$ cat src/rtl/mux_arb_pkg.sv
// ============================================================================
// Module : mux_arb_pkg
// Brief  : Shared types and constants for the round-robin mux-select arbiter.
// Rev    : 1.0  initial release
// ============================================================================
`default_nettype none

package mux_arb_pkg;

    localparam int SEL_W   = 2;
    localparam int NUM_REQ = 4;

    typedef enum logic [1:0] {
        ST_IDLE  = 2'd0,
        ST_GUARD = 2'd1,
        ST_GRANT = 2'd2
    } arb_state_t;

    function automatic logic [NUM_REQ-1:0] sel_onehot(input logic [SEL_W-1:0] sel);
        sel_onehot      = '0;
        sel_onehot[sel] = 1'b1;
    endfunction

endpackage

`default_nettype wire

$ cat src/rtl/rr_pick.sv
// ============================================================================
// Module : rr_pick
// Brief  : Combinational round-robin picker; first set request at or above
//          the pointer (mod NUM_REQ) wins.
// Rev    : 1.0  initial release
// ============================================================================
`default_nettype none

module rr_pick
    import mux_arb_pkg::*;
(
    input  logic [NUM_REQ-1:0] i_req,
    input  logic [SEL_W-1:0]   i_rr_ptr,
    output logic [SEL_W-1:0]   o_winner,
    output logic               o_found
);

    logic [SEL_W-1:0] w_idx;

    // Scan from the far end down so the closest request to the pointer wins last.
    always_comb begin
        o_winner = i_rr_ptr;
        o_found  = 1'b0;
        w_idx    = '0;
        for (int i = NUM_REQ - 1; i >= 0; i--) begin
            w_idx = i_rr_ptr + SEL_W'(i);
            if (i_req[w_idx]) begin
                o_winner = w_idx;
                o_found  = 1'b1;
            end
        end
    end

endmodule

`default_nettype wire

$ cat src/rtl/mux_rr_arbiter.sv
// ============================================================================
// Module : mux_rr_arbiter
// Brief  : Round-robin owner arbiter driving 4:1 mux selects with
//          break-before-make guard cycles and hold-time preemption.
// Rev    : 1.0  initial release
// ============================================================================
`default_nettype none

module mux_rr_arbiter
    import mux_arb_pkg::*;
#(
    parameter int HOLD_MAX     = 8,
    parameter int GUARD_CYCLES = 1
) (
    input  logic               clk,
    input  logic               rst_n,
    input  logic [NUM_REQ-1:0] req,
    output logic               select0,
    output logic               select1,
    output logic               mux_oe,
    output logic [NUM_REQ-1:0] grant,
    output logic               busy
);

    localparam logic [7:0] c_hold_max    = 8'(HOLD_MAX);
    localparam logic [7:0] c_hold_last   = 8'(HOLD_MAX - 1);
    localparam logic [3:0] c_guard_init  = 4'((GUARD_CYCLES == 0) ? 0 : GUARD_CYCLES - 1);
    localparam logic       c_guard_skip  = (GUARD_CYCLES == 0);

    arb_state_t         r_state;
    logic [SEL_W-1:0]   r_sel;
    logic [SEL_W-1:0]   r_rr_ptr;
    logic [7:0]         r_hold_cnt;
    logic [3:0]         r_guard_cnt;
    logic               r_mux_oe;
    logic [NUM_REQ-1:0] r_grant;
    logic               r_busy;

    arb_state_t         w_state_nx;
    logic [SEL_W-1:0]   w_sel_nx;
    logic [SEL_W-1:0]   w_rr_ptr_nx;
    logic [7:0]         w_hold_nx;
    logic [3:0]         w_guard_nx;
    logic               w_launch;
    logic               w_owner_req;
    logic               w_others;
    logic [SEL_W-1:0]   w_pick_ptr;
    logic [SEL_W-1:0]   w_winner;
    logic               w_found;

    // While granting, the next arbitration already starts just past the owner.
    assign w_pick_ptr  = (r_state == ST_GRANT) ? SEL_W'(r_sel + 1'b1) : r_rr_ptr;
    assign w_owner_req = req[r_sel];
    assign w_others    = |(req & ~sel_onehot(r_sel));

    rr_pick u_rr_pick (
        .i_req    (req),
        .i_rr_ptr (w_pick_ptr),
        .o_winner (w_winner),
        .o_found  (w_found)
    );

    always_comb begin
        w_state_nx  = r_state;
        w_sel_nx    = r_sel;
        w_rr_ptr_nx = r_rr_ptr;
        w_hold_nx   = r_hold_cnt;
        w_guard_nx  = r_guard_cnt;
        w_launch    = 1'b0;

        case (r_state)
            ST_IDLE: begin
                w_launch = w_found;
            end
            ST_GUARD: begin
                if (r_guard_cnt == 4'd0) begin
                    w_state_nx = ST_GRANT;
                    w_hold_nx  = 8'd0;
                end else begin
                    w_guard_nx = r_guard_cnt - 4'd1;
                end
            end
            ST_GRANT: begin
                // A late-arriving waiter after saturation preempts at once.
                if (!w_owner_req || (w_others && (r_hold_cnt >= c_hold_last))) begin
                    w_rr_ptr_nx = SEL_W'(r_sel + 1'b1);
                    if (w_found) begin
                        w_launch = 1'b1;
                    end else begin
                        w_state_nx = ST_IDLE;
                        w_hold_nx  = 8'd0;
                    end
                end else if (r_hold_cnt != c_hold_max) begin
                    w_hold_nx = r_hold_cnt + 8'd1;
                end
            end
            default: begin
                w_state_nx = ST_IDLE;
            end
        endcase

        if (w_launch) begin
            w_sel_nx = w_winner;
            if (c_guard_skip) begin
                w_state_nx = ST_GRANT;
                w_hold_nx  = 8'd0;
            end else begin
                w_state_nx = ST_GUARD;
                w_guard_nx = c_guard_init;
            end
        end
    end

    always_ff @(posedge clk or negedge rst_n) begin
        if (!rst_n) begin
            r_state     <= ST_IDLE;
            r_sel       <= '0;
            r_rr_ptr    <= '0;
            r_hold_cnt  <= 8'd0;
            r_guard_cnt <= 4'd0;
            r_mux_oe    <= 1'b0;
            r_grant     <= '0;
            r_busy      <= 1'b0;
        end else begin
            r_state     <= w_state_nx;
            r_sel       <= w_sel_nx;
            r_rr_ptr    <= w_rr_ptr_nx;
            r_hold_cnt  <= w_hold_nx;
            r_guard_cnt <= w_guard_nx;
            r_mux_oe    <= (w_state_nx == ST_GRANT);
            r_grant     <= (w_state_nx == ST_GRANT) ? sel_onehot(w_sel_nx) : '0;
            r_busy      <= (w_state_nx != ST_IDLE);
        end
    end

    assign select0 = r_sel[0];
    assign select1 = r_sel[1];
    assign mux_oe  = r_mux_oe;
    assign grant   = r_grant;
    assign busy    = r_busy;

endmodule

`default_nettype wire

$ cat config.mk
export PLATFORM = sky130hd
export DESIGN_NAME = mux_rr_arbiter
export DESIGN_NICKNAME = d
export VERILOG_FILES = /design/src/rtl/mux_arb_pkg.sv /design/src/rtl/rr_pick.sv /design/src/rtl/mux_rr_arbiter.sv
export SDC_FILE = /design/constraint.sdc
export NUM_CORES = 1
export LEC_CHECK = 0
export ABC_AREA = 0
export CAP_MARGIN = 25
export CORE_MARGIN = 10
export CORE_UTILIZATION = 29
export CTS_BUF_LIST = sky130_fd_sc_hd__clkbuf_16
export CTS_CLUSTER_SIZE = 14
export DETAILED_ROUTE_END_ITERATION = 10
export GPL_TIMING_DRIVEN = 0
export RECOVER_POWER = 50
export SLEW_MARGIN = 10
export SYNTH_ARGS = -nofsm -noshare
export SYNTH_HDL_FRONTEND = slang
export SYNTH_HIERARCHICAL = 1
export SYNTH_SLANG_ARGS = --single-unit
$ cat constraint.sdc
create_clock -name clk -period 4.3 [get_ports clk]
set_clock_uncertainty 0.15 [all_clocks]
set_input_delay 0.645 -clock clk [delete_from_list [all_inputs] [get_ports clk]]
set_output_delay 0.645 -clock clk [all_outputs]
set_load 0.005 [all_outputs]
# After elaboration in Yosys (flattened, before gate mapping)
# Cells that the tools add are included.
[totals]
reg_bits = 24
in_bits = 6
elab_cells = 88
[op_classes]
addsub = 6
magnitude_cmp = 9
n_eq_ne = 8
mux = 41
bitwise_logic = 2
reduce_logical = 14
[ops]
columns = ["operator", "count"]
rows = [
  ["$mux 8", 4],
  ["$mux 2", 10],
  ["$lt 2x3->1 const B", 6],
  ["$mux 4", 4],
  ["$pmux 8 s2", 1],
  ["$mux 1", 13],
  ["$bmux 1 s2", 5],
  ["$add 8x1->8 const B", 1],
  ["$ge 8x3->1 const B", 1],
  ["$ne 8x4->1 const B", 1],
  ["$pmux 2 s3", 1],
  ["$reduce_bool 2->1", 3],
  ["$add 2x1->2 const B", 2],
  ["$add 2x2->2 const B", 2],
  ["$and 4x4->4", 1],
  ["$demux 1 s2", 2],
  ["$eq 2x2->1 const B", 2],
  ["$ge 2x1->1 const B", 2],
  ["$logic_not 4->1", 1],
  ["$ne 2x2->1 const B", 2],
  ["$not 4->4", 1],
  ["$reduce_and 2->1", 2],
  ["$reduce_and 4->1", 1],
  ["$reduce_or 4->1", 1],
  ["9 further kinds", 11],
]

# Depth between registers and ports, before layout
[logic_depth]
word_depth = 18
mapped_depth = 11
depth_no_buf = 9

# Modules after synthesis
# The synthesis kept the hierarchy.
[modules_own_cells]
columns = ["mod", "instances", "cells_each", "area_each_um2", "seq_area_each_um2"]
rows = [
  ["mux_rr_arbiter", 1, 166, 1584.0, 600.6],
  ["rr_pick", 1, 16, 100.1, 0.0],
]

# Least setup slack after synthesis
# No wires, ideal clock.
[synth_path]
path_type = "reg2reg"
startpoint = "register r_state[0]"
endpoint = "register r_grant[0] (netlist: grant[0])"
setup_ns = 0.079
arrival_ns = 2.479
required_time_ns = 4.071
slack_ns = 1.591
path_stages_with_launch = 12
n_path_buf = 2
period_less_slack_ns = 2.709
path_cell_list = "dfrtp_1 clkbuf_1 inv_1 ha_1 buf_6 inv_1 mux2_2 and2b_1 o21ai_0 o221a_2 or4_1 a21oi_1"
[synth_rtl]
columns = ["element", "line", "source"]
rows = [
  ["from (decl)", "mux_rr_arbiter.sv:30", "arb_state_t r_state;"],
  ["from (signal assigned)", "mux_rr_arbiter.sv:125", "r_state <= w_state_nx;"],
  ["$eq 2x2->1 *", "mux_rr_arbiter.sv:52", "assign w_pick_ptr = (r_state == ST_GRANT) ? SEL_W'(r_sel + 1'b1) : r_rr_ptr;"],
  ["$mux 2 *", "mux_rr_arbiter.sv:52", ""],
  ["via w_pick_ptr[0]", "mux_rr_arbiter.sv:47", "logic [SEL_W-1:0] w_pick_ptr;"],
  ["$add 2x2->2", "rr_pick.sv:26", "w_idx = i_rr_ptr + SEL_W'(i);"],
  ["$bmux 1 s2", "rr_pick.sv:27", "if (i_req[w_idx]) begin"],
  ["$mux 1 (not written as such)", "rr_pick.sv:27", ""],
  ["$mux 2 (3 in series)", "rr_pick.sv:27", ""],
  ["$mux 2 *", "rr_pick.sv:27", ""],
  ["via w_winner[0]", "mux_rr_arbiter.sv:48", "logic [SEL_W-1:0] w_winner;"],
  ["$mux 2 *", "mux_rr_arbiter.sv:102", "if (w_launch) begin"],
  ["$lt 2x3->1 (not written as such) / $ge 2x1->1 (equally long branches)", "mux_arb_pkg.sv:21", "sel_onehot[sel] = 1'b1;"],
  ["$logic_and 1x1->1 (not written as such)", "mux_arb_pkg.sv:21", ""],
  ["$mux 1 (not written as such)", "mux_arb_pkg.sv:21", ""],
  ["$demux 1 s2 *", "mux_arb_pkg.sv:21", ""],
  ["$mux 4 *", "mux_rr_arbiter.sv:131", "r_grant <= (w_state_nx == ST_GRANT) ? sel_onehot(w_sel_nx) : '0;"],
  ["to (signal assigned)", "mux_rr_arbiter.sv:131", ""],
  ["to (decl)", "mux_rr_arbiter.sv:36", "logic [NUM_REQ-1:0] r_grant;"],
]
# Mark *: on every way through the listed nets, which the timed path passes. The rest lies on a longest branch. The select of a mux whose other input is x is not followed.
# A chain may end at the register's enable or synchronous reset.

# Worst setup path in the final report
# Ends and elaborated chain as after synthesis.

==> results.py <==
metrics = {
    "status": {
        "outcome": "complete, no violations",
    },
    "critical_path": {
        "start_kind": "flip-flop",
        "path_cells": "clkbuf_1 > inv_1 > ha_1 > buf_6 > inv_1 > mux2_2 > and2b_1 > o21ai_0 > o221a_2 > or4_1 > a21oi_1",
        "cpMostUsedCell": "inv_1",
        "endpoint_kind": "flip-flop",
        "criticalPathCategory": "reg2reg",
        "crit_arrival_ns": 3.05,
        "slowest_stage": "or4_1",
        "cpPeakStageDelay_ns": 0.50,
        "crit_fanout": 10,
        "required_ns": 4.33,
    },
    "placement": {
        "portBuffers": 13,
        "placed_cells": 268,
        "dp_hpwl_um": 2872,
        "routabilityCongestion": 0.8322,
    },
    "timing": {
        "finalCritPeriodShare_pct": 70.32,
        "worstMarginPinSlew_ns": 0.7830,
        "setup_tns_ns": 0,
        "holdWs_ns": 0.3462,
        "setup_viol": 0,
        "maxSlewHeadroom_pct": 47.80,
        "max_freq_ghz": 0.3307,
        "finalHoldViolCount": 0,
        "period_needed_ns": 3.024,
        "drv_slew": 0,
        "rsz0062_at_grt": "no",
    },
    "power": {
        "static-leakage-power_uw": 0.0008843,
        "power_density_nw_per_um2": 617.7,
        "ir_worst_vdd_uv": 197.7,
    },
    "synthesis": {
        "yosysSeqAreaShare_pct": 35.66,
        "syn_nets": 200,
        "synth_area_um2": 1684,
        "synth_enable_flop_cells": 0,
        "ys_ff_latch": 24,
        "syn_avg_cell_area_um2": 9.253,
        "yosysWarnings": 6,
        "synth_ff_type": "dfrtp_1",
        "ys_types": 47,
        "synth-async-reset-ratio_pct": 100.0,
        "netlist_instances": 182,
    },
    "clock_tree": {
        "post_cts_buffers": 0,
        "cts_buffer_depth": 2,
        "clock_latency_ns": 0.26,
        "cts_resized": 0,
        "clk_root_buffer_cell": "clkbuf_16",
        "cts_hold_buf": 0,
        "clkSinkCount": 24,
        "cts_tree": "built",
        "path_clk_slew_ns": 0.06,
        "htreeDepth": 1,
        "numCtsBuffers": 3,
    },
    "die": {
        "dieHeight_um": 96.21,
        "start_util_pct": 30.21,
        "ios": 14,
        "dieArea_um2": 9255,
        "die_x_um": 96.21,
        "core-area_um2": 5574,
        "rows": 27,
    },
    "global_routing": {
        "grt_max_degree": 16,
        "overflow": 0,
        "groute.usage.overall_pct": 8.144,
        "grt_pass1_wl_um": 6168,
        "grt_pass1_vias": 1268,
        "antenna_found_initial": 0,
    },
    "finish": {
        "fill_cells": 568,
        "drive_gt1_share_pct": 13.00,
        "stdcell_count": 272,
        "layout.nets": 219,
        "antenna_cells": 0,
        "syn2layout_area_growth_pct": 19.54,
    },
    "drt": {
        "drcViolationCount": 0,
        "drt.antenna.violating_nets": 0,
        "viasPerCell": 5.132,
        "firstDrtPassIters": 4,
        "drtIter0Drc": 58,
        "wl_um": 3676,
        "wl_per_cell_um": 13.51,
        "vias": 1396,
    },
    "flow_run": {
        "drv_cap": 0,
    },
    "min_path": {
        "hp-class": "reg2reg",
    },
}
path summary, 6_finish.rpt:
path / from / slack [ns] / endpoint / cells past startpoint
setup / recovery: r_state[0] / 1.28 / grant[0] / 11
max in group asynchronous: rst_n / 2.33 / r_guard_cnt[2] / 2
hold / removal: r_rr_ptr[0] / 0.35 / r_rr_ptr[0] / 2
min in group asynchronous: rst_n / 0.62 / r_hold_cnt[0] / 1
setup reg to reg: r_state[0] / 1.28 / grant[0] / 11
hold reg to reg: r_rr_ptr[0] / 0.35 / r_rr_ptr[0] / 2
power breakdown:
group          switching, uW  internal, uW  total [uW]
sequential              52.4           285         337
combinational            369           272         642
clock                   79.8           185         265
total                    501           742        1240
cells in the final DEF (no fill, tap or decap), types with 2 or more instances in the layout:
cell type and instances:
nor2b_1 2, a21o_1 3, nand4b_1 2, inv_1 15, or3_1 4, or4_1 5, clkdlybuf4s50_1 8, nor2_1 8
nand2_1 16, o21ai_0 15, clkbuf_16 3, o31ai_1 3, dfrtp_1 24, and3_1 3, ha_1 12, o211ai_1 7
nor3_1 3, a21oi_1 16, mux2_2 3, dlygate4sd3_1 5, nand3_1 4, nand4_1 5, and2b_1 2, buf_6 2
clkbuf_1 2, and2b_2 3
metrics by stage:
stage / area, um2 / total power [uW] / util, % / setup slack, ns
floorplan: 1684 / 796.5 / - / 1.591
global placement: 1904 / 980.5 / 34.16 / 1.026
detailed placement: 1919 / 983.1 / 34.43 / 1.058
CTS: 2024 / 1255 / 36.32 / 1.299
global route: 2013 / 1349 / 36.12 / 1.153
finish: 2013 / 1244 / 36.12 / 1.276
state kept, by name (all words and copies together), names as in the netlist:
register     flops
r_rr_ptr         2
r_state          2
r_hold_cnt       8
r_sel            2
busy             1
grant            4
r_guard_cnt      4
mux_oe           1
critical path: cells and delay by family (launching register included):
kind / cells / cell delay (ns)
and+or+nand+nor: 2 / 0.71
buffers and inverters: 4 / 0.70
AOI/OAI and AO/OA: 3 / 0.40
DFF: 1 / 0.38
muxes: 1 / 0.37
adders and majority gates: 1 / 0.23
synth_stat cells (2+ instances only):
| cell type | number | area share (%) |
|---|---|---|
| nand2_1 | 16 | 3.6 |
| nand4_1 | 5 | 1.9 |
| nor2b_1 | 2 | 0.74 |
| buf_6 | 2 | 1.3 |
| o21ai_0 | 15 | 4.5 |
| nor2_1 | 8 | 1.8 |
| nand4b_1 | 2 | 1.0 |
| and2b_2 | 3 | 1.6 |
| and3_1 | 3 | 1.1 |
| mux2_2 | 3 | 2.0 |
| nor3_1 | 3 | 0.89 |
| a21o_1 | 3 | 1.3 |
| and2b_1 | 2 | 0.89 |
| inv_1 | 15 | 3.3 |
| or4_1 | 5 | 2.2 |
| nand3_1 | 4 | 1.2 |
| dfrtp_1 | 24 | 36 |
| o31ai_1 | 3 | 1.3 |
| or3_1 | 4 | 1.5 |
| o211ai_1 | 7 | 3.1 |
| a21oi_1 | 16 | 4.8 |
| ha_1 | 12 | 8.9 |
logic make-up (layout without fill, tap and decap cells):
| group | count (synthesis) | in the layout | share of synthesized area (%) |
|---|---|---|---|
| AO/OA/AOI/OAI | 57 | 57 | 23.77 |
| buffers and inverters | 19 | 37 | 5.349 |
| XOR/XNOR | 1 | 1 | 0.5202 |
| AND/OR/NAND/NOR | 64 | 64 | 21.62 |
| adder cells (fa/ha/maj) | 12 | 12 | 8.915 |
| multiplexers | 5 | 5 | 4.160 |
| flip-flops | 24 | 24 | 35.66 |
layer usage:
layer  GRT usage [%]  wire (um)  vias to the layer above
met5               0          0                        -
met4           2.211         27                        0
met3           1.634        160                        4
met2           12.22       1611                       24
met1           11.51       1877                      659
li1                -          -                      709
final cells by class:
type / instances / area (um2) / area share (%)
multi-input cells: 139 / 993.5 / 49.35
flip-flops and latches: 24 / 600.6 / 29.83
repair buffers: 14 / 133.9 / 6.650
well taps: 72 / 90.09 / 4.475
clock buffers: 3 / 75.07 / 3.729
inverters: 15 / 56.30 / 2.797
plain buffers: 4 / 33.78 / 1.678
clock inverters: 1 / 30.03 / 1.492
Note: power is estimated with default switching activity, not from simulation.
